--- src/rtl/bf_exec_ctrl.sv ---
// Brainfuck execution controller: fetch/decode, cell ALU sequencing, data pointer,
// bracket scanning and valid/ready byte I/O. One instruction or scan step per cycle.
module bf_exec_ctrl #(
    parameter int PC_W    = 12,
    parameter int DP_W    = 10,
    parameter int DEPTH_W = 8
) (
    input  logic               clk,
    input  logic               rst_n,
    input  logic               start,
    output logic [PC_W-1:0]    imem_addr,
    input  logic [7:0]         imem_data,
    output logic [DP_W-1:0]    dmem_addr,
    input  logic [7:0]         dmem_rdata,
    output logic [7:0]         dmem_wdata,
    output logic               dmem_we,
    output logic [7:0]         a,
    output logic               nochange,
    output logic               decrement,
    output logic               increment,
    input  logic [7:0]         out,
    output logic [7:0]         out_data,
    output logic               out_valid,
    input  logic               out_ready,
    input  logic [7:0]         in_data,
    input  logic               in_valid,
    output logic               in_ready,
    output logic               busy,
    output logic               halted,
    output logic               error
);

    localparam logic [7:0] CH_INC   = 8'h2B;  // '+'
    localparam logic [7:0] CH_DEC   = 8'h2D;  // '-'
    localparam logic [7:0] CH_RIGHT = 8'h3E;  // '>'
    localparam logic [7:0] CH_LEFT  = 8'h3C;  // '<'
    localparam logic [7:0] CH_OPEN  = 8'h5B;  // '['
    localparam logic [7:0] CH_CLOSE = 8'h5D;  // ']'
    localparam logic [7:0] CH_OUT   = 8'h2E;  // '.'
    localparam logic [7:0] CH_IN    = 8'h2C;  // ','
    localparam logic [7:0] CH_END   = 8'h00;

    typedef enum logic [2:0] {
        S_IDLE, S_EXEC, S_SCAN_F, S_SCAN_B, S_OUT, S_IN, S_HALT
    } state_t;

    state_t               state_reg;
    logic [PC_W-1:0]      pc_reg;
    logic [DP_W-1:0]      dp_reg;
    logic [DEPTH_W-1:0]   depth_reg;
    logic [7:0]           out_data_reg;
    logic                 out_valid_reg;
    logic                 error_reg;

    logic cell_zero, pc_max, pc_min, depth_max;
    logic exec_inc, exec_dec;
    logic scan_open, scan_close, scan_done, scan_fwd, scan_move_fault;

    assign cell_zero = (dmem_rdata == 8'h00);
    assign pc_max    = &pc_reg;
    assign pc_min    = (pc_reg == '0);
    assign depth_max = &depth_reg;

    assign exec_inc  = (state_reg == S_EXEC) && (imem_data == CH_INC);
    assign exec_dec  = (state_reg == S_EXEC) && (imem_data == CH_DEC);

    // In a backward scan the roles of the brackets swap: ']' nests deeper, '[' closes.
    assign scan_open  = (state_reg == S_SCAN_F) ? (imem_data == CH_OPEN)  : (imem_data == CH_CLOSE);
    assign scan_close = (state_reg == S_SCAN_F) ? (imem_data == CH_CLOSE) : (imem_data == CH_OPEN);
    assign scan_done  = scan_close && (depth_reg == DEPTH_W'(1));
    assign scan_fwd   = (state_reg == S_SCAN_F) || scan_done;
    assign scan_move_fault = scan_fwd ? pc_max : pc_min;

    assign imem_addr  = pc_reg;
    assign dmem_addr  = dp_reg;
    assign a          = dmem_rdata;
    assign increment  = exec_inc;
    assign decrement  = exec_dec;
    assign nochange   = !(exec_inc || exec_dec);
    assign in_ready   = (state_reg == S_IN);
    assign dmem_we    = exec_inc || exec_dec || (in_ready && in_valid);
    assign dmem_wdata = in_ready ? in_data : out;
    assign out_data   = out_data_reg;
    assign out_valid  = out_valid_reg;
    assign busy       = (state_reg != S_IDLE) && (state_reg != S_HALT);
    assign halted     = (state_reg == S_HALT);
    assign error      = error_reg;

    always_ff @(posedge clk) begin
        if (!rst_n) begin
            state_reg     <= S_IDLE;
            pc_reg        <= '0;
            dp_reg        <= '0;
            depth_reg     <= '0;
            out_data_reg  <= 8'h00;
            out_valid_reg <= 1'b0;
            error_reg     <= 1'b0;
        end else begin
            case (state_reg)
                S_IDLE, S_HALT: begin
                    if (start) begin
                        pc_reg    <= '0;
                        dp_reg    <= '0;
                        depth_reg <= '0;
                        error_reg <= 1'b0;
                        state_reg <= S_EXEC;
                    end
                end
                S_EXEC: begin
                    case (imem_data)
                        CH_END: state_reg <= S_HALT;
                        CH_OUT: begin
                            out_data_reg  <= dmem_rdata;
                            out_valid_reg <= 1'b1;
                            state_reg     <= S_OUT;
                        end
                        CH_IN: state_reg <= S_IN;
                        CH_CLOSE: begin
                            if (cell_zero && pc_max) begin
                                error_reg <= 1'b1;
                                state_reg <= S_HALT;
                            end else if (cell_zero) begin
                                pc_reg <= pc_reg + 1'b1;
                            end else if (pc_min) begin
                                error_reg <= 1'b1;
                                state_reg <= S_HALT;
                            end else begin
                                depth_reg <= DEPTH_W'(1);
                                pc_reg    <= pc_reg - 1'b1;
                                state_reg <= S_SCAN_B;
                            end
                        end
                        default: begin
                            // '+', '-', '>', '<', '[' and comment bytes all advance pc.
                            if (imem_data == CH_RIGHT) dp_reg <= dp_reg + 1'b1;
                            if (imem_data == CH_LEFT)  dp_reg <= dp_reg - 1'b1;
                            if (pc_max) begin
                                error_reg <= 1'b1;
                                state_reg <= S_HALT;
                            end else begin
                                pc_reg <= pc_reg + 1'b1;
                                if (imem_data == CH_OPEN && cell_zero) begin
                                    depth_reg <= DEPTH_W'(1);
                                    state_reg <= S_SCAN_F;
                                end
                            end
                        end
                    endcase
                end
                S_SCAN_F, S_SCAN_B: begin
                    if (imem_data == CH_END || (scan_open && depth_max) || scan_move_fault) begin
                        error_reg <= 1'b1;
                        state_reg <= S_HALT;
                    end else begin
                        if (scan_open)  depth_reg <= depth_reg + 1'b1;
                        if (scan_close) depth_reg <= depth_reg - 1'b1;
                        pc_reg <= scan_fwd ? pc_reg + 1'b1 : pc_reg - 1'b1;
                        if (scan_done) state_reg <= S_EXEC;
                    end
                end
                S_OUT: begin
                    if (out_ready) begin
                        out_valid_reg <= 1'b0;
                        if (pc_max) begin
                            error_reg <= 1'b1;
                            state_reg <= S_HALT;
                        end else begin
                            pc_reg    <= pc_reg + 1'b1;
                            state_reg <= S_EXEC;
                        end
                    end
                end
                S_IN: begin
                    if (in_valid) begin
                        if (pc_max) begin
                            error_reg <= 1'b1;
                            state_reg <= S_HALT;
                        end else begin
                            pc_reg    <= pc_reg + 1'b1;
                            state_reg <= S_EXEC;
                        end
                    end
                end
                default: state_reg <= S_IDLE;
            endcase
        end
    end

endmodule

--- config.mk ---
export PLATFORM = sky130hd
export DESIGN_NAME = bf_exec_ctrl
export DESIGN_NICKNAME = d
export VERILOG_FILES = /design/src/rtl/bf_exec_ctrl.sv
export SDC_FILE = /design/constraint.sdc
export NUM_CORES = 1
export LEC_CHECK = 0
export CAP_MARGIN = 20
export CORE_MARGIN = 10
export CORE_UTILIZATION = 50
export CTS_CLUSTER_SIZE = 30
export DETAILED_ROUTE_END_ITERATION = 16
export MAX_ROUTING_LAYER = met4
export PLACE_DENSITY = 0.81
export SYNTH_ARGS = -nofsm -noshare
export SYNTH_HDL_FRONTEND = slang
export SYNTH_SLANG_ARGS = --single-unit
--- constraint.sdc ---
create_clock -name clk -period 4.78 [get_ports clk]
set_clock_uncertainty 0.15 [all_clocks]
set_input_delay 0.956 -clock clk [delete_from_list [all_inputs] [get_ports clk]]
set_output_delay 0.956 -clock clk [all_outputs]
set_load 0.005 [all_outputs]
### Word level (Yosys, flattened, before mapping)

Cells that the tools add are included.

* output and inout port bits: 55
* flip-flop bits (word level): 43
* bits of input ports: 37

* multiplexer cells: 57
* $add $sub $neg: 6
* eq/ne operators: 36
* reductions and logical operators: 36

Operators by type and width (count)
* $mux W12: 9
* $mux W8: 10
* $pmux W12 S5: 1
* $eq A8 B6 Y1 const B: 6
* $mux W10: 4
* $mux W3: 11
* $pmux W12 S2: 1
* $pmux W8 S3: 1
* $reduce_and A8 Y1: 3
* $pmux W10 S2: 1
* $ne A3 B3 Y1 const B: 6
* $eq A8 B7 Y1 const B: 2
* $logic_not A8 Y1: 2
* $pmux W8 S2: 1
* $pmux W3 S5: 1
* $ne A2 B2 Y1 const B: 7
* $mux W1: 13
* $add A12 B1 Y12 const B: 1
* $logic_not A12 Y1: 1
* $pmux W3 S4: 1
* $reduce_and A12 Y1: 1
* $sub A12 B1 Y12 const B: 1
* $add A10 B1 Y10 const B: 1
* $reduce_and A10 Y1: 1
* 29 further kinds: 49

### Longest topological paths before layout

Gate-level depths: netlist of the first run.

* depth in word-level cells: 8
* gate-level depth with buffers: 12
* mapped depth without buffers: 11

### Worst setup path before layout of the first run

No wires, ideal clock.

* path type: input port to flip-flop
* start: input imem_data[1]
* end: register depth_reg[6]
* cell stages on the path: 10
* path slack: 1.362 ns
* data arrival time: 3.195 ns
* data required time: 4.557 ns
* cell sequence: clkbuf_1 > nand4b_1 > o41ai_2 > mux2i_1 > a21oi_2 > a2111o_1 > buf_2 > or2_1 > buf_2 > o22ai_2

* word-level cells in the longest chain between the ends: 8
* elaborated cells on any way between the ends: 28
* those cells by class: eq/ne (12); mux (7); reduce/logical (9)

Ends and longest elaborated chain
* start, declared: line 12 `input logic [7:0] imem_data,`
* $eq A8 B7 Y1 (on tied branches)
* $mux W1: line 69 `assign scan_close = (state_reg == S_SCAN_F) ? (imem_data == CH_CLOSE) : (imem_data == CH_OPEN);`
* $logic_and A1 B1 Y1: line 70 `assign scan_done = scan_close && (depth_reg == DEPTH_W'(1));`
* $logic_or A1 B1 Y1: line 71 `assign scan_fwd = (state_reg == S_SCAN_F) || scan_done;`
* $mux W1: line 72 `assign scan_move_fault = scan_fwd ? pc_max : pc_min;`
* $logic_or A1 B1 Y1: line 151 `if (imem_data == CH_END || (scan_open && depth_max) || scan_move_fault) begin`
* $ne A2 B2 Y1 (no source line)
* $reduce_and A10 Y1 (no source line)
* end signal, assigned: line 155 `if (scan_open) depth_reg <= depth_reg + 1'b1;`
* end signal, assigned: line 156 `if (scan_close) depth_reg <= depth_reg - 1'b1;`
* end, declared: line 50 `logic [DEPTH_W-1:0] depth_reg;`

Parallel ways exist; a longest one is shown, timed or not. The select of a mux whose other input is x is not followed.
A chain may end at the register's enable or synchronous reset.

### Final worst setup path of the first run

* start: input imem_data[4]
* end: output dmem_we

* word-level cells in the longest chain between the ends: 4
* elaborated cells on any way between the ends: 6
* those cells by class: eq/ne (2); reduce/logical (4)

Ends and longest elaborated chain
* $eq A8 B6 Y1 (on tied branches): line 64, 65
* $logic_and A1 B1 Y1 (on tied branches): line 64, 65
* $logic_or A1 B1 Y1 (*) (2 in series): line 81 `assign dmem_we = exec_inc || exec_dec || (in_ready && in_valid);`
* end, declared: line 16 `output logic dmem_we,`

Mark *: on every way between the ends. The rest lies on a longest branch, timed or not.

==> results of run 1 <==
layout make-up:
| type | instances | area (um2) |
|---|---|---|
| clock inverters | 2 | 60.1 |
| well taps | 99 | 124 |
| flip-flops and latches | 43 | 861 |
| multi-input cells | 404 | 2600 |
| repair buffers | 99 | 971 |
| inverters | 17 | 63.8 |
| fillers | 631 | 2500 |
| clock buffers | 6 | 72.6 |
logic make-up (layout without fill, tap and decap cells):
logic type,Yosys count,count (layout)
adder cells (fa/ha/maj),8,8
buffers and inverters,58,124
flip-flops,43,43
multiplexers,24,24
AO/OA/AOI/OAI,147,147
AND/OR/NAND/NOR,219,219
XOR/XNOR,6,6
metrics by stage:
step | worst slack (ns) | power [mW] | utilization | instances
after floorplan | 1.36 | 1.05 | - | 505
after global placement | 0.593 | 1.31 | 0.637 | 662
after detailed placement | 0.462 | 1.32 | 0.637 | 662
after CTS | 0.647 | 1.66 | 0.655 | 670
after global routing | 0.430 | 1.79 | 0.655 | 670
final | 0.612 | 1.67 | 0.655 | 670
metal layers:
| metal | part of all wire | wire length, um |
|---|---|---|
| met5 | 0 | 0 |
| met4 | 0.020 | 231 |
| met3 | 0.080 | 943 |
| met2 | 0.46 | 5470 |
| met1 | 0.44 | 5120 |
critical path, delay by kind of cell:
family	cells	cell delay (ns)
and+or+nand+nor	5	1.02
AOI/OAI and AO/OA	1	0.08
buffers and inverters	2	1.00
synthesized netlist by cell type, types with 5 or more instances:
library cell  count
mux2_2           10
or3_1            20
a21oi_1          47
buf_4             9
and3_1            5
clkbuf_1         26
or4_1             8
o2bb2ai_1         5
inv_1            15
nand2_1          37
nor4_1           10
o211ai_1          5
ha_1              8
mux2i_1          14
nor2b_1           7
o21ai_0          17
dfxtp_1          43
nand3_1          18
nand2b_1          5
nor2_1           47
nor3_1           29
o22ai_1           9
cell usage in the layout, fill, tap and decap left out, types with 9 or more instances in the layout:
cell / count
clkdlybuf4s50_1: 91
inv_1: 15
nor3_1: 29
nand3_1: 18
o21ai_0: 17
dfxtp_1: 43
nor2_1: 47
nor4_1: 10
o22ai_1: 9
mux2_2: 10
or3_1: 20
nand2_1: 37
mux2i_1: 14
a21oi_1: 47
power groups by stage:
stage | clock network, mW | logic (mW) | registers (mW)
3_5_place_dp | 0 | 0.880 | 0.436
6_report | 0.343 | 0.898 | 0.428
4_1_cts | 0.350 | 0.884 | 0.428
2_1_floorplan | 0 | 0.636 | 0.411
5_1_grt | 0.361 | 0.992 | 0.436
3_3_place_gp | 0 | 0.873 | 0.434
final timing paths:
kind,to,startpoint,depth (start not counted)
max,dmem_we,imem_data[4],8
min,error,error,2
max reg2reg,depth_reg[6],imem_addr[0],9
min reg2reg,error,error,2
==> impl_results.md, run 1 <==
* Status: completed
* Worst EP arrival at 3.06 ns
* Final setup fails at 0
* Clk buf depth at 2
* Buffers on Ports at 91
* Ys Warns at 0
* Boundary Pins at 92
* Mapped Area at roughly 0.0037 mm2
* HPWL after DPL at 8920 um
* Final Hold Fails at 0
* Grt ovf at 0
* Combinational Power Share at 0.538
* Period utilization at 0.872
* Via density at 6.32
* Vias in the first global route at 4,041
* Layout area overhead at 27.8%
* Clk_lat worst skew at 0.30 ns
* Wire per inst at 17.6 um
* DRT iter0 DRCs at 327
* Mux share of post-synthesis cell area at 0.0680
* Adder-cell share of the synthesized area at 0.0269
* Die W at 106 um
* DRC at 0
* P_leak at 1.68 nW
* Final worst path period need at between 4 and 5 ns
* CTS tree: yes
* Site Rows at 31
* Post-Synth Simple-Gate Area at 0.320
* Synth top area cells: dfxtp_1 23%, a21oi_1 6.3%, nor2_1 4.7%, nor3_1 3.9%, mux2i_1 3.8%
* Gr busiest metal: met2
* Compound-Gate Fraction of Synth Area at 0.270
* Max_slew headroom at 0.444
* Switching Fraction at 0.428
* Unrepaired setup endpoints after global routing: no
* Clock power share at 0.205
* Die area at ~0.011 mm2
* Hold buffers post-CTS at 0
* # resized after CTS at 0
* CP startpoint kind: input pin
* Net Switching at approximately 0.7 mW
* DRT antenna net count at 0
* Async SR Flop Fraction at 0
* Sequential share of the synthesized area at 0.232
* Flop pwr share at 0.257
* Cell taking the most area after synthesis: dfxtp_1
* CTS clk-pin slew, worst paths at roughly 0.080 ns
* Starting Density at 0.512
* #FFs+latches synth at 43
* Worst vdd ir at approximately 0.19 mV
* Max-cap viol count at 0
* EDFF count, synth at 0
* Crit path max fanout at 4
* Routed wire length at 11,800 um
* Placed inst area at 0.00462 mm2
* Flop2flop setup slack at 1.29 ns
* Syn_nets at 550
* Critical Path End Type: output pin
* Critical path required time at 3.67 ns
* Setup_tns at 0 ns
* GR Util met3 at 0.0543
* HP Class: reg2reg
* Die Ht at roughly 110 um
* Number of iterations in the first detailed-routing pass at 5
* Placer Congestion at 0.955
* Top_reg_cell synth: dfxtp_1
* Power Dens Cells at approximately 350 mW/mm2
* Clk root buf: clkbuf_8
* Synth cell types at 76
* Initial antenna violation count at 0
* Hold WS at about 0.33 ns
* Slew Viols, Final at 0
* Combinational family with the most area after synthesis: simple AND/OR/NAND/NOR gates
* CTS Buf Count at 5
* Int Power at 0.956 mW
* Max reg flops at 12
* Fraction of layout cells with a size suffix above 1 at 0.0683
* Global routing usage on met1 at 0.260
* Gr usage total at 0.211
* Largest net degree at the start of global routing at 27
* Fmax at ~240 MHz
* Worst slew pin tran at about 0.82 ns
* Layout Cell Area excl Fill at 0.00475 mm2
* CP Cell Sequence: clkdlybuf4s50_1 > nor3_1 > and2_1 > nand2_1 > nor2_1 > nor2_1 > o21ai_0 > clkdlybuf4s50_1
* Worst setup path class: in2out
* Antenna Cells at 0
* Final net count at 615
* Synth Area per Inst at roughly 7.4 um2
* Clock sink count at 43
* Share of the synthesized area in the top cell type at 0.232
* Post-synthesis cell count at 505
* Grt met2 use at 0.334
* H-tree Lvls at 2
* Post-Synth XOR/XNOR Area at 0.0141
* Critical Path Max Stage Delay at 0.56 ns
* Core box area at roughly 0.0073 mm2
* Routed vias at between 4,000 and 5,000
* Slowest CP cell: clkdlybuf4s50_1
* Setup bufs post-CTS at 0
* Global-route wire length before repair at slightly below 20,000 um
(Power assumes the default switching activity.)
==> inputs of run 2 (changes only) <==
--- a/config.mk
+++ b/config.mk
@@ -7,11 +7,10 @@
 export LEC_CHECK = 0
 export CAP_MARGIN = 20
 export CORE_MARGIN = 10
-export CORE_UTILIZATION = 50
+export CORE_UTILIZATION = 35
 export CTS_CLUSTER_SIZE = 30
 export DETAILED_ROUTE_END_ITERATION = 16
 export MAX_ROUTING_LAYER = met4
-export PLACE_DENSITY = 0.81
 export SYNTH_ARGS = -nofsm -noshare
 export SYNTH_HDL_FRONTEND = slang
 export SYNTH_SLANG_ARGS = --single-unit
==> run 2 against run 1 <==
Net effect:
- cell area rose by 0.82%
- highest routed layer unchanged
- combinational power rose by 2.3%
- first-iteration DRC count rose by 17%
- maximum frequency rose by 0.44%
- sequential share of layout area fell by 0.15 points
- global-route usage fell by 4.4 points
- clock-buffer cell count did not move
- clock power fell by 8.5%
- sequential power barely moved
==> impl_results.md, run 2 (synthesized netlist as in run 1, its figures left out) <==
* Switching Fraction at 0.450 (was 0.428)
* # fillers at 1,057 (was 631)
* Critical path required time at 3.67 ns (about the same)
* DRC at 0 (unchanged)
* Routed wire length at 12,700 um (was 11,800 um)
* CTS clk-pin slew, worst paths at 0.09 ns (was 0.08 ns)
* Routed vias at 4,142 (was 4,232)
* HP Class: reg2reg (unchanged)
* Most common library cell in the layout ignoring fill and taps: clkdlybuf4s50_1 (unchanged)
* Fraction of layout cells with a size suffix above 1 at 0.0717 (was 0.0683)
* Hold path cells at 2 (unchanged)
* Post-route core utilization at 0.464 (was 0.655)
* CTS Buf Count at 5 (unchanged)
* Initial antenna violation count at 0 (unchanged)
* Worst r2r src: imem_addr[0] (unchanged)
* Setup bufs post-CTS at 0 (unchanged)
* Die Ht at 123 um (was 106 um)
* Max_slew headroom at 0.412 (was 0.444)
* Vias in the first global route at 3,982 (was 4,041)
* Placer Congestion at 0.918 (was 0.955)
* Final setup fails at 0 (unchanged)
* Max-cap viol count at 0 (unchanged)
* HPWL after DPL at 9450 um (was 8920 um)
* Commonest cells after routing, fill and taps aside: 91 x clkdlybuf4s50_1, 47 x nor2_1, 47 x a21oi_1, 43 x dfxtp_1, 37 x nand2_1 (unchanged)
* Via density at 5.85 (was 6.32)
* Gr usage total at 0.167 (was 0.211)
* Final net count at 616 (was 615)
* Clock sink count at 43 (unchanged)
* Int Power at 0.916 mW (was 0.956 mW)
* HP Start: out_valid (was error)
* Clk_lat worst skew at 0.32 ns (was 0.30 ns)
* Slew Viols, Final at 0 (unchanged)
* Flop pwr share at 0.259 (was 0.257)
* P_leak at 1.68 nW (about the same)
* Site Rows at 37 (was 31)
* Crit path max fanout at 4 (unchanged)
* DRT antenna net count at 0 (unchanged)
* H-tree Lvls at 2 (unchanged)
* Unrepaired setup endpoints after global routing: no (unchanged)
* Die area at 0.0151 mm2 (was 0.0113 mm2)
* # resized after CTS at 0 (unchanged)
* Clock power share at 0.189 (was 0.205)
* Clk root buf: clkbuf_8 (unchanged)
* Hold buffers post-CTS at 0 (unchanged)
* Worst reg2reg path endpoint: depth_reg[6] (unchanged)
* Status: completed (unchanged)
* Hold Path Sink: out_valid (was error)
* Die W at 123 um (was 106 um)
* Period utilization at 0.868 (was 0.872)
* Layout area overhead at 28.9% (was 27.8%)
* Fmax at 241 MHz (was 240 MHz)
* Worst setup path class: in2out (unchanged)
* Global-route wire length before repair at 20,500 um (was 19,900 um)
* Wire per inst at 18.0 um (was 17.6 um)
* Clk buf depth at 2 (unchanged)
* Largest net degree at the start of global routing at 25 (was 27)
* Antenna Cells at 0 (unchanged)
* Worst vdd ir at 0.152 mV (was 0.191 mV)
* CP startpoint kind: input pin (unchanged)
* Final Hold Fails at 0 (unchanged)
* Combinational Power Share at 0.552 (was 0.538)
* Grt ovf at 0 (unchanged)
* CTS tree: yes (unchanged)
* Reg2reg path depth at 9 (unchanged)
* Max reg flops at 12 (unchanged)
* Critical Path End Type: output pin (unchanged)
* CP Cell Sequence: clkdlybuf4s50_1 > nor3_1 > and2_1 > nand2_1 > nor2_1 > nor2_1 > o21ai_0 > clkdlybuf4s50_1 (unchanged)
* Starting Density at 0.360 (was 0.512)
* Worst EP arrival at 3.04 ns (was 3.06 ns)
* Net Switching at 0.749 mW (was 0.714 mW)
* Boundary Pins at 92 (unchanged)
* Worst slew pin tran at 0.882 ns (was 0.823 ns)
* Buffers on Ports at 91 (unchanged)
* Critical Path Max Stage Delay at 0.56 ns (about the same)
* Final worst path period need at 4.15 ns (was 4.17 ns)
* Power Dens Cells at 348 mW/mm2 (was 351 mW/mm2)
* Setup_tns at 0 ns (unchanged)
* Flop2flop setup slack at 1.25 ns (was 1.29 ns)
* DRT iter0 DRCs at 383 (was 327)
* Core box area at 0.0103 mm2 (was 0.00725 mm2)
* Number of iterations in the first detailed-routing pass at 5 (unchanged)
* Slowest CP cell: clkdlybuf4s50_1 (unchanged)
[run 2: metrics by stage]
step           hold WS (ns)  setup slack, ns  cells  power (mW)  cell area (um2)
2_1_floorplan         0.313             1.36    505        1.05             3720
3_3_place_gp          0.315            0.704    700        1.33             4670
3_5_place_dp          0.327            0.641    700        1.33             4670
4_1_cts               0.342            0.623    708        1.65             4790
5_1_grt               0.388            0.465    708        1.76             4790
6_report              0.343            0.630    708        1.66             4790
[run 2: critical path, delay by kind of cell]
family / cells / cell delay (ns)
AO/OA/AOI/OAI: 1 / 0.08
buffers and inverters: 2 / 1.01
AND/OR/NAND/NOR: 5 / 1.00
[run 2: power groups by stage]
stage | Clock, mW | Combinational, mW | Sequential (mW)
after detailed placement | 0 | 0.896 | 0.437
after global placement | 0 | 0.889 | 0.437
final | 0.314 | 0.919 | 0.431
after global routing | 0.331 | 0.997 | 0.437
after floorplan | 0 | 0.636 | 0.411
after CTS | 0.320 | 0.900 | 0.429
[run 2: routing by layer]
metal  wire [um]  GRT usage
met5           0          -
met1        5640      0.210
met4         118     0.0408
met3        1030     0.0433
met2        5940      0.263
[run 2: worst max-delay path by stage]
| stage | start | to | slack [ns] | cells past startpoint |
|---|---|---|---|---|
| after floorplan | imem_data[1] | depth_reg[6] | 1.36 | 10 |
| after global placement | imem_data[4] | dmem_addr[9] | 0.70 | 12 |
| after detailed placement | imem_data[4] | dmem_we | 0.64 | 8 |
| after CTS | imem_data[4] | dmem_we | 0.62 | 8 |
| after global routing | imem_data[4] | dmem_we | 0.46 | 8 |
| final | imem_data[4] | dmem_we | 0.63 | 8 |
[run 2: area by class of cell]
class	count	area, um2	share of cell area
Inverter	17	63.8	0.0133
Timing Repair Buffer	100	978	0.204
Multi-Input combinational cell	404	2600	0.543
Tap cell	136	170	0.0355
Sequential cell	43	861	0.180
Clock inverter	2	35.0	0.00731
Clock buffer	6	82.6	0.0172
==> inputs of run 3 (changes only) <==
--- a/config.mk
+++ b/config.mk
@@ -7,7 +7,7 @@
 export LEC_CHECK = 0
 export CAP_MARGIN = 20
 export CORE_MARGIN = 10
-export CORE_UTILIZATION = 35
+export CORE_UTILIZATION = 32
 export CTS_CLUSTER_SIZE = 30
 export DETAILED_ROUTE_END_ITERATION = 16
 export MAX_ROUTING_LAYER = met4
==> run 3 against run 2 <==
Net effect:
- sequential share of layout area fell by 0.31 points
- die area rose by 7.8%
- core utilization fell by 3.7 points
- maximum frequency rose by 1.0%
- largest power group unchanged
- critical path depth did not move
- non-clock buffer count did not move
- sequential power rose by 1%
- final cell count rose by 0.99%
- global-route usage fell by 1.5 points
- highest routed layer unchanged
- clock-buffer cell count fell by 1
- critical path type unchanged
==> impl_results.md, run 3 (synthesized netlist as in run 1, its figures left out) <==
* Status: completed (unchanged)
* Worst setup path class: in2out (unchanged)
* Site Rows at 39 (was 37)
* Critical Path End Type: output pin (unchanged)
* WP buf/inv at 2 (unchanged)
* DRT antenna net count at 0 (unchanged)
* Most common library cell in the layout ignoring fill and taps: clkdlybuf4s50_1 (unchanged)
* Layout area overhead at 31.1% (was 28.9%)
* Worst vdd ir at 0.164 mV (was 0.152 mV)
* Final Hold Fails at 0 (unchanged)
* Global-route wire length before repair at 20,100 um (was 20,500 um)
* H-tree Lvls at 2 (unchanged)
* Largest net degree at the start of global routing at 29 (was 25)
* Setup bufs post-CTS at 0 (unchanged)
* Max reg flops at 12 (unchanged)
* Worst EP arrival at 3.00 ns (was 3.04 ns)
* Final net count at 616 (unchanged)
* Clk_lat worst skew at 0.30 ns (was 0.32 ns)
* Max-cap viol count at 0 (unchanged)
* Unrepaired setup endpoints after global routing: no (unchanged)
* Gr usage total at 0.152 (was 0.167)
* Buffers on Ports at 91 (unchanged)
* Starting Density at 0.325 (was 0.360)
* Hold buffers post-CTS at 0 (unchanged)
* HP Class: reg2reg (unchanged)
* Max_slew headroom at 0.451 (was 0.412)
* Initial antenna violation count at 0 (unchanged)
* Clock sink count at 43 (unchanged)
* Die area at 0.0163 mm2 (was 0.0151 mm2)
* CP startpoint kind: input pin (unchanged)
* Vias in the first global route at 3,878 (was 3,982)
* Number of iterations in the first detailed-routing pass at 5 (unchanged)
* Placer Congestion at 0.932 (was 0.918)
* Pre-CTS worst setup slack at 0.625 ns (was 0.641 ns)
* Crit path max fanout at 4 (unchanged)
* HPWL after DPL at 9600 um (was 9450 um)
* CTS tree: yes (unchanged)
* CP Cell Sequence: clkdlybuf4s50_1 > nor3_1 > and2_1 > nand2_1 > nor2_1 > nor2_1 > o21ai_0 > clkdlybuf4s50_1 (unchanged)
* CTS clk-pin slew, worst paths at 0.06 ns (was 0.09 ns)
* CTS Buf Count at 5 (unchanged)
* Core box area at 0.0114 mm2 (was 0.0103 mm2)
* Commonest cells after routing, fill and taps aside: 91 x clkdlybuf4s50_1, 47 x nor2_1, 47 x a21oi_1, 43 x dfxtp_1, 37 x nand2_1 (unchanged)
* Fraction of layout cells with a size suffix above 1 at 0.0717 (unchanged)
* Critical path required time at 3.67 ns (about the same)
* DRT iter0 DRCs at 252 (was 383)
* Clk root buf: clkbuf_16 (was clkbuf_8)
* Die Ht at 128 um (was 123 um)
* Clk buf depth at 2 (unchanged)
* Boundary Pins at 92 (unchanged)
* Slew Viols, Final at 0 (unchanged)
* Crit-path leading delay family: buffers and inverters (unchanged)
* Setup ws final at 0.672 ns (was 0.630 ns)
* Fmax at 243 MHz (was 241 MHz)
* Wire per inst at 17.9 um (was 18.0 um)
* Routed wire length at 12,800 um (was 12,700 um)
* Grt ovf at 0 (unchanged)
* Slowest CP cell: clkdlybuf4s50_1 (unchanged)
* Via density at 5.83 (was 5.85)
* Period utilization at 0.860 (was 0.868)
* Power Dens Cells at 369 mW/mm2 (was 348 mW/mm2)
* DRC at 0 (unchanged)
* P_leak at 1.70 nW (was 1.68 nW)
* Critical Path Max Stage Delay at 0.57 ns (was 0.56 ns)
* Final setup fails at 0 (unchanged)
* Routed vias at 4,168 (was 4,142)
* # resized after CTS at 0 (unchanged)
* Worst slew pin tran at 0.812 ns (was 0.882 ns)
* Antenna Cells at 0 (unchanged)
* Die W at 128 um (was 123 um)
* Setup_tns at 0 ns (unchanged)
* Final worst path period need at 4.11 ns (was 4.15 ns)
run 3: changes by cell type in the layout (fill, tap and decap cells not counted):
cell / delta
clkbuf_16: +5
bufinv_16: +1
clkbuf_8: -6
clkinv_2: -1
clkinvlp_4: +1
run 3: worst reg2reg max path, cell delays in order (launching register included):
cell	delay, ns
dfxtp_1	0.41
inv_1	0.12
ha_1	0.23
or4b_1	0.55
nor4_1	0.62
mux2i_1	0.20
a21oi_2	0.32
a2111o_1	0.33
or2_1	0.29
o22ai_2	0.12
run 3: path summary, 6_finish.rpt:
path | from | end | depth (start not counted) | slack [ns]
setup / recovery | imem_data[4] | dmem_we | 8 | 0.67
hold / removal | out_valid | out_valid | 2 | 0.33
setup reg to reg | imem_addr[0] | depth_reg[6] | 9 | 1.35
hold reg to reg | out_valid | out_valid | 2 | 0.33
run 3: metal layers:
| metal | vias to the layer above | wire, um | global-route usage |
|---|---|---|---|
| li1 | 2038 | - | - |
| met1 | 1953 | 5440 | 0.184 |
| met2 | 161 | 6130 | 0.242 |
| met3 | 16 | 1020 | 0.0376 |
| met4 | 0 | 199 | 0.0483 |
| met5 | - | 0 | - |
run 3: stage by stage:
| stage | total power, mW | cell area (um2) | util | cells | hold WS (ns) |
|---|---|---|---|---|---|
| 3_5_place_dp | 1.33 | 4680 | 0.410 | 707 | 0.321 |
| 6_report | 1.80 | 4870 | 0.427 | 715 | 0.328 |
| 5_1_grt | 1.90 | 4870 | 0.427 | 715 | 0.372 |
| 2_1_floorplan | 1.05 | 3720 | - | 505 | 0.313 |
| 3_3_place_gp | 1.33 | 4680 | 0.410 | 707 | 0.315 |
| 4_1_cts | 1.79 | 4870 | 0.427 | 715 | 0.337 |
run 3: layout make-up:
type	count	area, um2
Multi-Input combinational cell	404	2600
Tap cell	143	179
Sequential cell	43	861
Clock inverter	3	67.6
Fill cell	1185	6550
Clock buffer	5	125
Timing Repair Buffer	100	978
Inverter	17	63.8
run 3: where the power goes:
| part | internal (mW) | total (mW) | switching (mW) |
|---|---|---|---|
| Clock | 0.300 | 0.459 | 0.159 |
| Sequential | 0.381 | 0.437 | 0.0560 |
| Combinational | 0.365 | 0.901 | 0.537 |
| Total | 1.05 | 1.80 | 0.752 |
